## src/rtl/alu_flag_unit_pkg.sv

```systemverilog
// Shared definitions for the ALU flag unit: ALUOp and branch-condition
// encodings, FSM state type and status-register bit positions.
package alu_flag_unit_pkg;

    localparam logic [3:0] ALU_NOP   = 4'b0000;
    localparam logic [3:0] ALU_ADDU  = 4'b0001;
    localparam logic [3:0] ALU_ADD   = 4'b0010;
    localparam logic [3:0] ALU_SUBU  = 4'b0011;
    localparam logic [3:0] ALU_SUB   = 4'b0100;
    localparam logic [3:0] ALU_AND   = 4'b0101;
    localparam logic [3:0] ALU_OR    = 4'b0110;
    localparam logic [3:0] ALU_NOR   = 4'b0111;
    localparam logic [3:0] ALU_XOR   = 4'b1000;
    localparam logic [3:0] ALU_SLT   = 4'b1001;
    localparam logic [3:0] ALU_SLTU  = 4'b1010;
    localparam logic [3:0] ALU_SPADD = 4'b1111;

    localparam logic [2:0] BR_EQ  = 3'd0;
    localparam logic [2:0] BR_NE  = 3'd1;
    localparam logic [2:0] BR_LTZ = 3'd2;
    localparam logic [2:0] BR_GEZ = 3'd3;
    localparam logic [2:0] BR_GTZ = 3'd4;
    localparam logic [2:0] BR_LEZ = 3'd5;
    localparam logic [2:0] BR_CS  = 3'd6;
    localparam logic [2:0] BR_CC  = 3'd7;

    localparam int ST_ZERO  = 0;
    localparam int ST_CARRY = 1;
    localparam int ST_NEG   = 2;
    localparam int ST_OVF   = 3;

    typedef enum logic {
        ST_IDLE = 1'b0,
        ST_PEND = 1'b1
    } state_t;

    // Only the signed arithmetic ops raise an overflow exception
    function automatic logic isTrapOp(input logic [3:0] op);
        return (op == ALU_ADD) || (op == ALU_SUB) || (op == ALU_SPADD);
    endfunction

endpackage

```

## src/rtl/alu_flag_unit_cond_eval.sv

```systemverilog
// Combinational branch-condition evaluator: decides taken/not-taken
// from the (possibly forwarded) status flags and a 3-bit condition code.
module flag_cond_eval
    import alu_flag_unit_pkg::*;
(
    input  logic [3:0] status_i,
    input  logic [2:0] br_cond_i,
    output logic       taken_o
);

    logic zeroF;
    logic carryF;
    logic negF;
    logic unused_ovf;

    assign zeroF      = status_i[ST_ZERO];
    assign carryF     = status_i[ST_CARRY];
    assign negF       = status_i[ST_NEG];
    assign unused_ovf = status_i[ST_OVF];

    // Map each condition code onto its flag expression
    always_comb begin
        taken_o = 1'b0;
        case (br_cond_i)
            BR_EQ:   taken_o = zeroF;
            BR_NE:   taken_o = ~zeroF;
            BR_LTZ:  taken_o = negF;
            BR_GEZ:  taken_o = ~negF;
            BR_GTZ:  taken_o = ~negF & ~zeroF;
            BR_LEZ:  taken_o = negF | zeroF;
            BR_CS:   taken_o = carryF;
            BR_CC:   taken_o = ~carryF;
            default: taken_o = 1'b0;
        endcase
    end

endmodule

```

## src/rtl/alu_flag_unit.sv

```systemverilog
// ALU flag unit: status register with sticky overflow, one-cycle branch
// query port with same-cycle flag forwarding, and an optional overflow
// trap FSM enabled by defining ALU_FLAG_OVF_TRAP_EN.
module alu_flag_unit
    import alu_flag_unit_pkg::*;
#(
    parameter logic [4:0] EXC_OV_CODE = 5'd12
) (
    input  logic        clk,
    input  logic        rst,
    input  logic        alu_valid,
    input  logic [3:0]  alu_op,
    input  logic        alu_zero,
    input  logic        alu_carry,
    input  logic        alu_neg,
    input  logic        alu_ovf,
    input  logic        flag_we,
    input  logic [31:0] ex_pc,
    output logic [31:0] exc_epc,
    input  logic        br_valid,
    input  logic [2:0]  br_cond,
    output logic        br_ready,
    output logic        br_resp_valid,
    output logic        br_taken,
    output logic        exc_req,
    output logic [4:0]  exc_code,
    input  logic        exc_ack,
    output logic        stall,
    output logic [3:0]  status
);

    state_t      state_q, state_d;
    logic [3:0]  status_q, status_d;
    logic [31:0] epc_q, epc_d;
    logic [4:0]  code_q, code_d;
    logic        resp_q, resp_d;
    logic        taken_q, taken_d;

    logic        isIdle;
    logic        flagWrite;
    logic        brAccept;
    logic        trapEnter;
    logic        ackPend;
    logic        condTaken;
    logic [3:0]  statusWr;
    logic [3:0]  statusFwd;

    assign isIdle    = (state_q == ST_IDLE);
    assign flagWrite = alu_valid & flag_we & isIdle;
    assign statusWr  = {status_q[ST_OVF] | alu_ovf, alu_neg, alu_carry, alu_zero};
    assign statusFwd = flagWrite ? statusWr : status_q;
    assign br_ready  = isIdle & ~resp_q;
    assign brAccept  = br_valid & br_ready;

`ifdef ALU_FLAG_OVF_TRAP_EN
    assign trapEnter = isIdle & alu_valid & alu_ovf & isTrapOp(alu_op);
    assign ackPend   = (state_q == ST_PEND) & exc_ack;
`else
    logic unused_trap_inputs;
    assign trapEnter          = 1'b0;
    assign ackPend            = 1'b0;
    assign unused_trap_inputs = ^{alu_op, exc_ack};
`endif

    flag_cond_eval u_cond (
        .status_i  (statusFwd),
        .br_cond_i (br_cond),
        .taken_o   (condTaken)
    );

    // Next-state for the FSM, status register and branch response
    always_comb begin
        state_d  = state_q;
        status_d = status_q;
        epc_d    = epc_q;
        code_d   = code_q;
        resp_d   = brAccept;
        taken_d  = brAccept ? condTaken : taken_q;
        if (flagWrite) begin
            status_d = statusWr;
        end
        if (trapEnter) begin
            state_d = ST_PEND;
            epc_d   = ex_pc;
            code_d  = EXC_OV_CODE;
        end
        if (ackPend) begin
            state_d          = ST_IDLE;
            status_d[ST_OVF] = 1'b0;
        end
    end

    // All state, with reset taking priority over every input
    always_ff @(posedge clk) begin
        if (rst) begin
            state_q  <= ST_IDLE;
            status_q <= 4'b0000;
            epc_q    <= 32'h0000_0000;
            code_q   <= 5'd0;
            resp_q   <= 1'b0;
            taken_q  <= 1'b0;
        end else begin
            state_q  <= state_d;
            status_q <= status_d;
            epc_q    <= epc_d;
            code_q   <= code_d;
            resp_q   <= resp_d;
            taken_q  <= taken_d;
        end
    end

    assign exc_req       = (state_q == ST_PEND);
    assign stall         = (state_q == ST_PEND);
    assign exc_code      = code_q;
    assign exc_epc       = epc_q;
    assign status        = status_q;
    assign br_resp_valid = resp_q;
    assign br_taken      = taken_q;

endmodule

```

## config.mk

```make
export PLATFORM = sky130hd
export DESIGN_NAME = alu_flag_unit
export DESIGN_NICKNAME = d
export VERILOG_FILES = /design/src/rtl/alu_flag_unit_pkg.sv /design/src/rtl/alu_flag_unit_cond_eval.sv /design/src/rtl/alu_flag_unit.sv
export SDC_FILE = /design/constraint.sdc
export NUM_CORES = 1
export LEC_CHECK = 0
export ABC_AREA = 1
export CORE_MARGIN = 2
export CORE_UTILIZATION = 24
export CTS_CLUSTER_DIAMETER = 100
export DETAILED_ROUTE_END_ITERATION = 10
export PLACE_DENSITY = 0.92
export SYNTH_ARGS = -nofsm -noshare
export SYNTH_HDL_FRONTEND = slang
export SYNTH_HIERARCHICAL = 1
export SYNTH_SLANG_ARGS = --single-unit
```

## constraint.sdc

```tcl
create_clock -name clk -period 2.4 [get_ports clk]
set_clock_uncertainty 0.2 [all_clocks]
set_input_delay 0.36 -clock clk [delete_from_list [all_inputs] [get_ports clk]]
set_output_delay 0.36 -clock clk [all_outputs]
set_load 0.02 [all_outputs]
```

==> results of run 1 <==
## registers in the layout, summed over array words and instances (netlist names)
register,count
br_resp_valid,1
br_taken,1
status,4
## layout make-up
class                   count  share of cell area
flip-flops and latches      6               0.170
multi-input cells          71               0.401
repair buffers             18               0.254
clock buffers               3              0.0318
well taps                  30              0.0530
inverters                  17              0.0901
## power by group
group | total [mW] | switching [mW] | internal [mW]
clock network | 0.0887 | 0.0324 | 0.0563
registers | 0.110 | 0.00330 | 0.107
logic | 0.133 | 0.0923 | 0.0407
## cell usage in the layout, fill, tap and decap left out, drive strengths merged
| cell | instances |
|---|---|
| inv | 17 |
| nor2 | 6 |
| conb | 39 |
| dfxtp | 6 |
| clkbuf | 3 |
| nand3 | 7 |
| a21oi | 3 |
| clkdlybuf4s50 | 18 |
| nand2 | 16 |
## path summary, 6_finish.rpt
path | depth (start not counted) | startpoint | end | slack (ns)
max | 14 | alu_valid | br_taken | 0.56
min | 2 | status[3] | status[3] | 0.25
max reg2reg | 14 | status[0] | br_taken | 0.96
min reg2reg | 2 | status[3] | status[3] | 0.25
## routing by layer
layer / vias up / track usage / share of wire
li1: 242 / - / -
met1: 191 / 0.0540 / 0.35
met2: 30 / 0.125 / 0.52
met3: 0 / 0.0246 / 0.13
met4: 0 / 0.0250 / 0
met5: - / 0 / 0
## critical path, delay by kind of cell
family	cells	cell delay [ns]
compound gates	1	0.13
buf+inv	4	0.68
simple gates	9	0.58
==> reports/qor.txt, run 1 <==
Critical Path AT = 1.77 ns
CTS Buf Count = 3
Final min period = 1.84 ns
Clk slew on worst S/H paths = 0.04 ns
Final worst setup slack = 0.560 ns
Final core area utilization = 0.288
Dpl hpwl = 896 µm
Area Overhead vs Synth = 14.6%
Total wire length = 957 µm
Vias in the first global route = 368
Finished Layout Cells = 145
Die Ht = 54.8 µm
PortBufs = 18
Cell Rows = 18
GPL Wtd Cong = 0.730
Mapped Area = 618 µm²
Starting Density = 0.252
Cell Pwr Density = 469 nW/µm²
Syn avg cell area = 6.51 µm²
Die X = 54.8 µm
Most frequent CP cell = nand2_1
Die Area = 3000 µm²
Post-cts gate resize count = 0
First-pass GRT wire length = 1350 µm
Vias per cell = 3.19
Endpoint type of the worst setup path = flip-flop
Worst slack, placed = 0.315 ns
Hold_buf cts = 0
Max clock buf depth = 2
Worst-path cell chain = clkdlybuf4s50_1 -> nand3_1 -> nand2_1 -> inv_1 -> a21oi_1 -> nand2_1 -> nand2_1 -> nand2_1 -> nand2_1 -> inv_1 -> inv_1 -> nand3_1 -> nand2_1 -> nor2_1
Grt ovf = 0
Setup TNS = 0 ns
Antenna violations before repair = 0
Finished Cell Area = 708 µm²
Clk sink count = 6
Req. time, crit path = 2.33 ns
DP Cell Count = 142
DRC Markers = 0
CTS tree = built
# IOs = 95
Tot Pwr = 332 µW
CP peak stage delay = 0.56 ns
Antenna-violating nets left = 0
Placed Area = 686 µm²
Core box area = 2450 µm²
Period utilization = 0.767
Max IR drop VDD = 0.236 mV
Post-Synthesis Cells = 95
Largest net degree at the start of global routing = 7
Fill cells = 285
Via count = 463
Final setup viols = 0
Final Max Slew Viols = 0
Root Driver = clkbuf_4
Max-cap viol count = 0
Gr usage total = 0.0627
DRT Pass-1 Iters = 4
Wire per inst = 6.60 µm
Fmax = 0.543 GHz
Critical-path maximum fanout = 5
Static Leak = 0.412 nW
CP max stage cell = clkdlybuf4s50_1
Hold Slack = 0.246 ns
Register area = 120 µm²
Clock Latency Late Sink = 0.24 ns
Warnings, synthesis = 6
Post-CTS Setup Bufs = 0
Htree depth = 1
RSZ-0062 raised after global routing = false
Share of layout cells above drive strength 1 = 0.0522
HP Class = flip-flop to flip-flop
WS Path Type = input pin to flip-flop
Iteration-0 DRC Markers = 10
Final Hold Viols = 0
CP Launch Type = input pin
Post-layout nets = 166
ANT cells = 0
Multi-input gate area = 284 µm²
Status = finished clean
Note: power is estimated with default switching activity, not from simulation.
==> inputs of run 2 (changes only) <==
- CORE_UTILIZATION: 24 -> 23
- PLACE_DENSITY: 0.92 -> 0.89
- clock period: 2.4 -> 1.9 ns (I/O delays scaled with it)
==> run 2 against run 1 <==
Compared with the run above: sequential power grew 26%; wire length grew 5.4%; clock power grew 27%; register-to-register slack lost 0.49 ns; combinational power grew 33%; flip-flop and latch count is the same; hold slack lost 0.025 ns; total power grew 29%; via count grew 4.3%; critical path depth shrank 12; global-route usage shrank 0.46 points; final cell count grew 2.1%; critical path type is now flip-flop to primary output; critical endpoint is now br_ready; largest power group unchanged; highest routed layer unchanged.
==> reports/qor.txt, run 2 (synthesized netlist as in run 1, its figures left out) <==
Status = finished clean
Final core area utilization = 0.292 (+0.00319)
Via count = 483 (+4.3%)
Critical Path AT = 1.26 ns (-0.51 ns)
Gr usage total = 0.0581 (-0.00463)
Clk slew on worst S/H paths = 0.04 ns (about the same)
Static Leak = 0.444 nW (+7.8%)
Final setup viols = 0 (unchanged)
Largest register FFs = 4 (unchanged)
# IOs = 95 (unchanged)
Final Hold Viols = 0 (unchanged)
First-pass GRT wire length = 1470 µm (+8.7%)
Most common cell after layout, fill and taps aside = conb_1
Clk sink count = 6 (unchanged)
Starting Density = 0.245 (-0.00674)
Die Area = 3120 µm² (+4.0%)
Cell Rows = 18 (unchanged)
DRT Pass-1 Iters = 4 (unchanged)
Total wire length = 1010 µm (+5.4%)
HP Class = input pin to flip-flop
Antenna violations before repair = 0 (unchanged)
Max clock buf depth = 2 (unchanged)
Final Max Slew Viols = 0 (unchanged)
Min-Delay Endpoint = status[3]
RSZ-0062 raised after global routing = false
Most frequent cells in the layout = conb_1 (39), inv_1 (16), clkdlybuf4s50_1 (16)
Vias in the first global route = 393 (+6.8%)
DP Cell Count = 145 (+2.1%)
Endpoint type of the worst setup path = primary output
Setup crit start = br_resp_valid
Clock Latency Late Sink = 0.24 ns (about the same)
Max IR drop VDD = 0.238 mV (+0.80%)
Tot Pwr = 429 µW (+29%)
Iteration-0 DRC Markers = 6 (-4)
Htree depth = 1 (unchanged)
Largest net degree at the start of global routing = 7 (unchanged)
Critical R2R Launch = status[0]
Max-cap viol count = 0 (unchanged)
Final min period = 1.74 ns
CTS Buf Count = 3 (unchanged)
Core box area = 2520 µm² (+2.8%)
Critical-path maximum fanout = 4 (-1)
Cell Pwr Density = 583 nW/µm² (+24%)
Vias per cell = 3.26 (+2.2%)
Worst hold path depth = 3 (+1)
Hold Crit Start = flag_we
Dpl hpwl = 897 µm (about the same)
Die Ht = 55.8 µm (+2.0%)
Antenna-violating nets left = 0 (unchanged)
R2R Path End = br_taken
CP Launch Type = flip-flop
ANT cells = 0 (unchanged)
WS Path Type = flip-flop to primary output
Area Overhead vs Synth = 19.0%
Req. time, crit path = 1.41 ns (-0.92 ns)
Grt ovf = 0 (unchanged)
R2R cell count = 14 (unchanged)
DRC Markers = 0 (unchanged)
CTS tree = built
Fmax = 0.573 GHz
Wire per inst = 6.82 µm (+3.3%)
GPL Wtd Cong = 0.659 (-9.8%)
Root Driver = clkbuf_4
Die X = 55.8 µm (+2.0%)
Finished Layout Cells = 148 (+2.1%)
Worst reg2reg setup slack = 0.47 ns (-0.49 ns)
Share of layout cells above drive strength 1 = 0.0763 (+0.0241)
Post-layout nets = 169 (+1.8%)
PortBufs = 18 (unchanged)
Hold_buf cts = 0 (unchanged)
Period utilization = 0.918
==> run 2: cell types whose count changed in the layout (fill, tap and decap cells not counted), sizes merged <==
cell	delta
buf	+3
clkdlybuf4s50	-2
dlymetal6s2s	+2
==> run 2: worst max path at each step <==
| stage | cells past startpoint | to |
|---|---|---|
| after floorplan | 15 | br_taken |
| after global placement | 14 | br_taken |
| after detailed placement | 14 | br_taken |
| after CTS | 14 | br_taken |
| after global routing | 2 | br_ready |
| final | 2 | br_ready |
==> run 2: report_power, final <==
group          internal, mW  total, mW  switching, mW
clock                0.0712      0.113         0.0417
sequential            0.135      0.139        0.00408
combinational        0.0578      0.177          0.119
total                 0.264      0.429          0.165
==> run 2: worst max-delay path, cell delays in order, from the launching register on <==
cell	delay (ns)
dfxtp_1	0.30
inv_1	0.10
clkdlybuf4s50_1	0.61
==> run 2: stage by stage <==
step	cell area, µm²	hold WS (ns)	setup TNS, ns	setup WS, ns
final	736	0.221	0	0.155
after global routing	736	0.247	0	0.0931
after CTS	731	0.251	0	0.129
after detailed placement	708	0.245	-0.119	-0.119
after global placement	708	0.240	-0.0788	-0.0788
after floorplan	761	0.154	0	0.446
==> run 2: what timing repair did <==
item	4_1_cts	5_1_grt
resized for setup	0	2
hold endpoints to repair	0	0
endpoints found under the setup margin	0	1
setup buffers	0	0
==> run 2: layer usage <==
metal | wire length, µm | GRT usage | vias to the layer above
met5 | 0 | 0 | -
met4 | 0 | 0.0306 | 0
met3 | 130 | 0.0186 | 0
met1 | 354 | 0.0588 | 203
met2 | 524 | 0.105 | 31
li1 | - | - | 249
==> run 2: final cells by class <==
cell class                 instances  area [µm²]
clock buffer                       3        22.5
tap                               30        37.5
fill                             280        1790
sequential                         6         120
timing repair buffer              21         208
multi-input combinational         71         284
inverter                          17        63.8
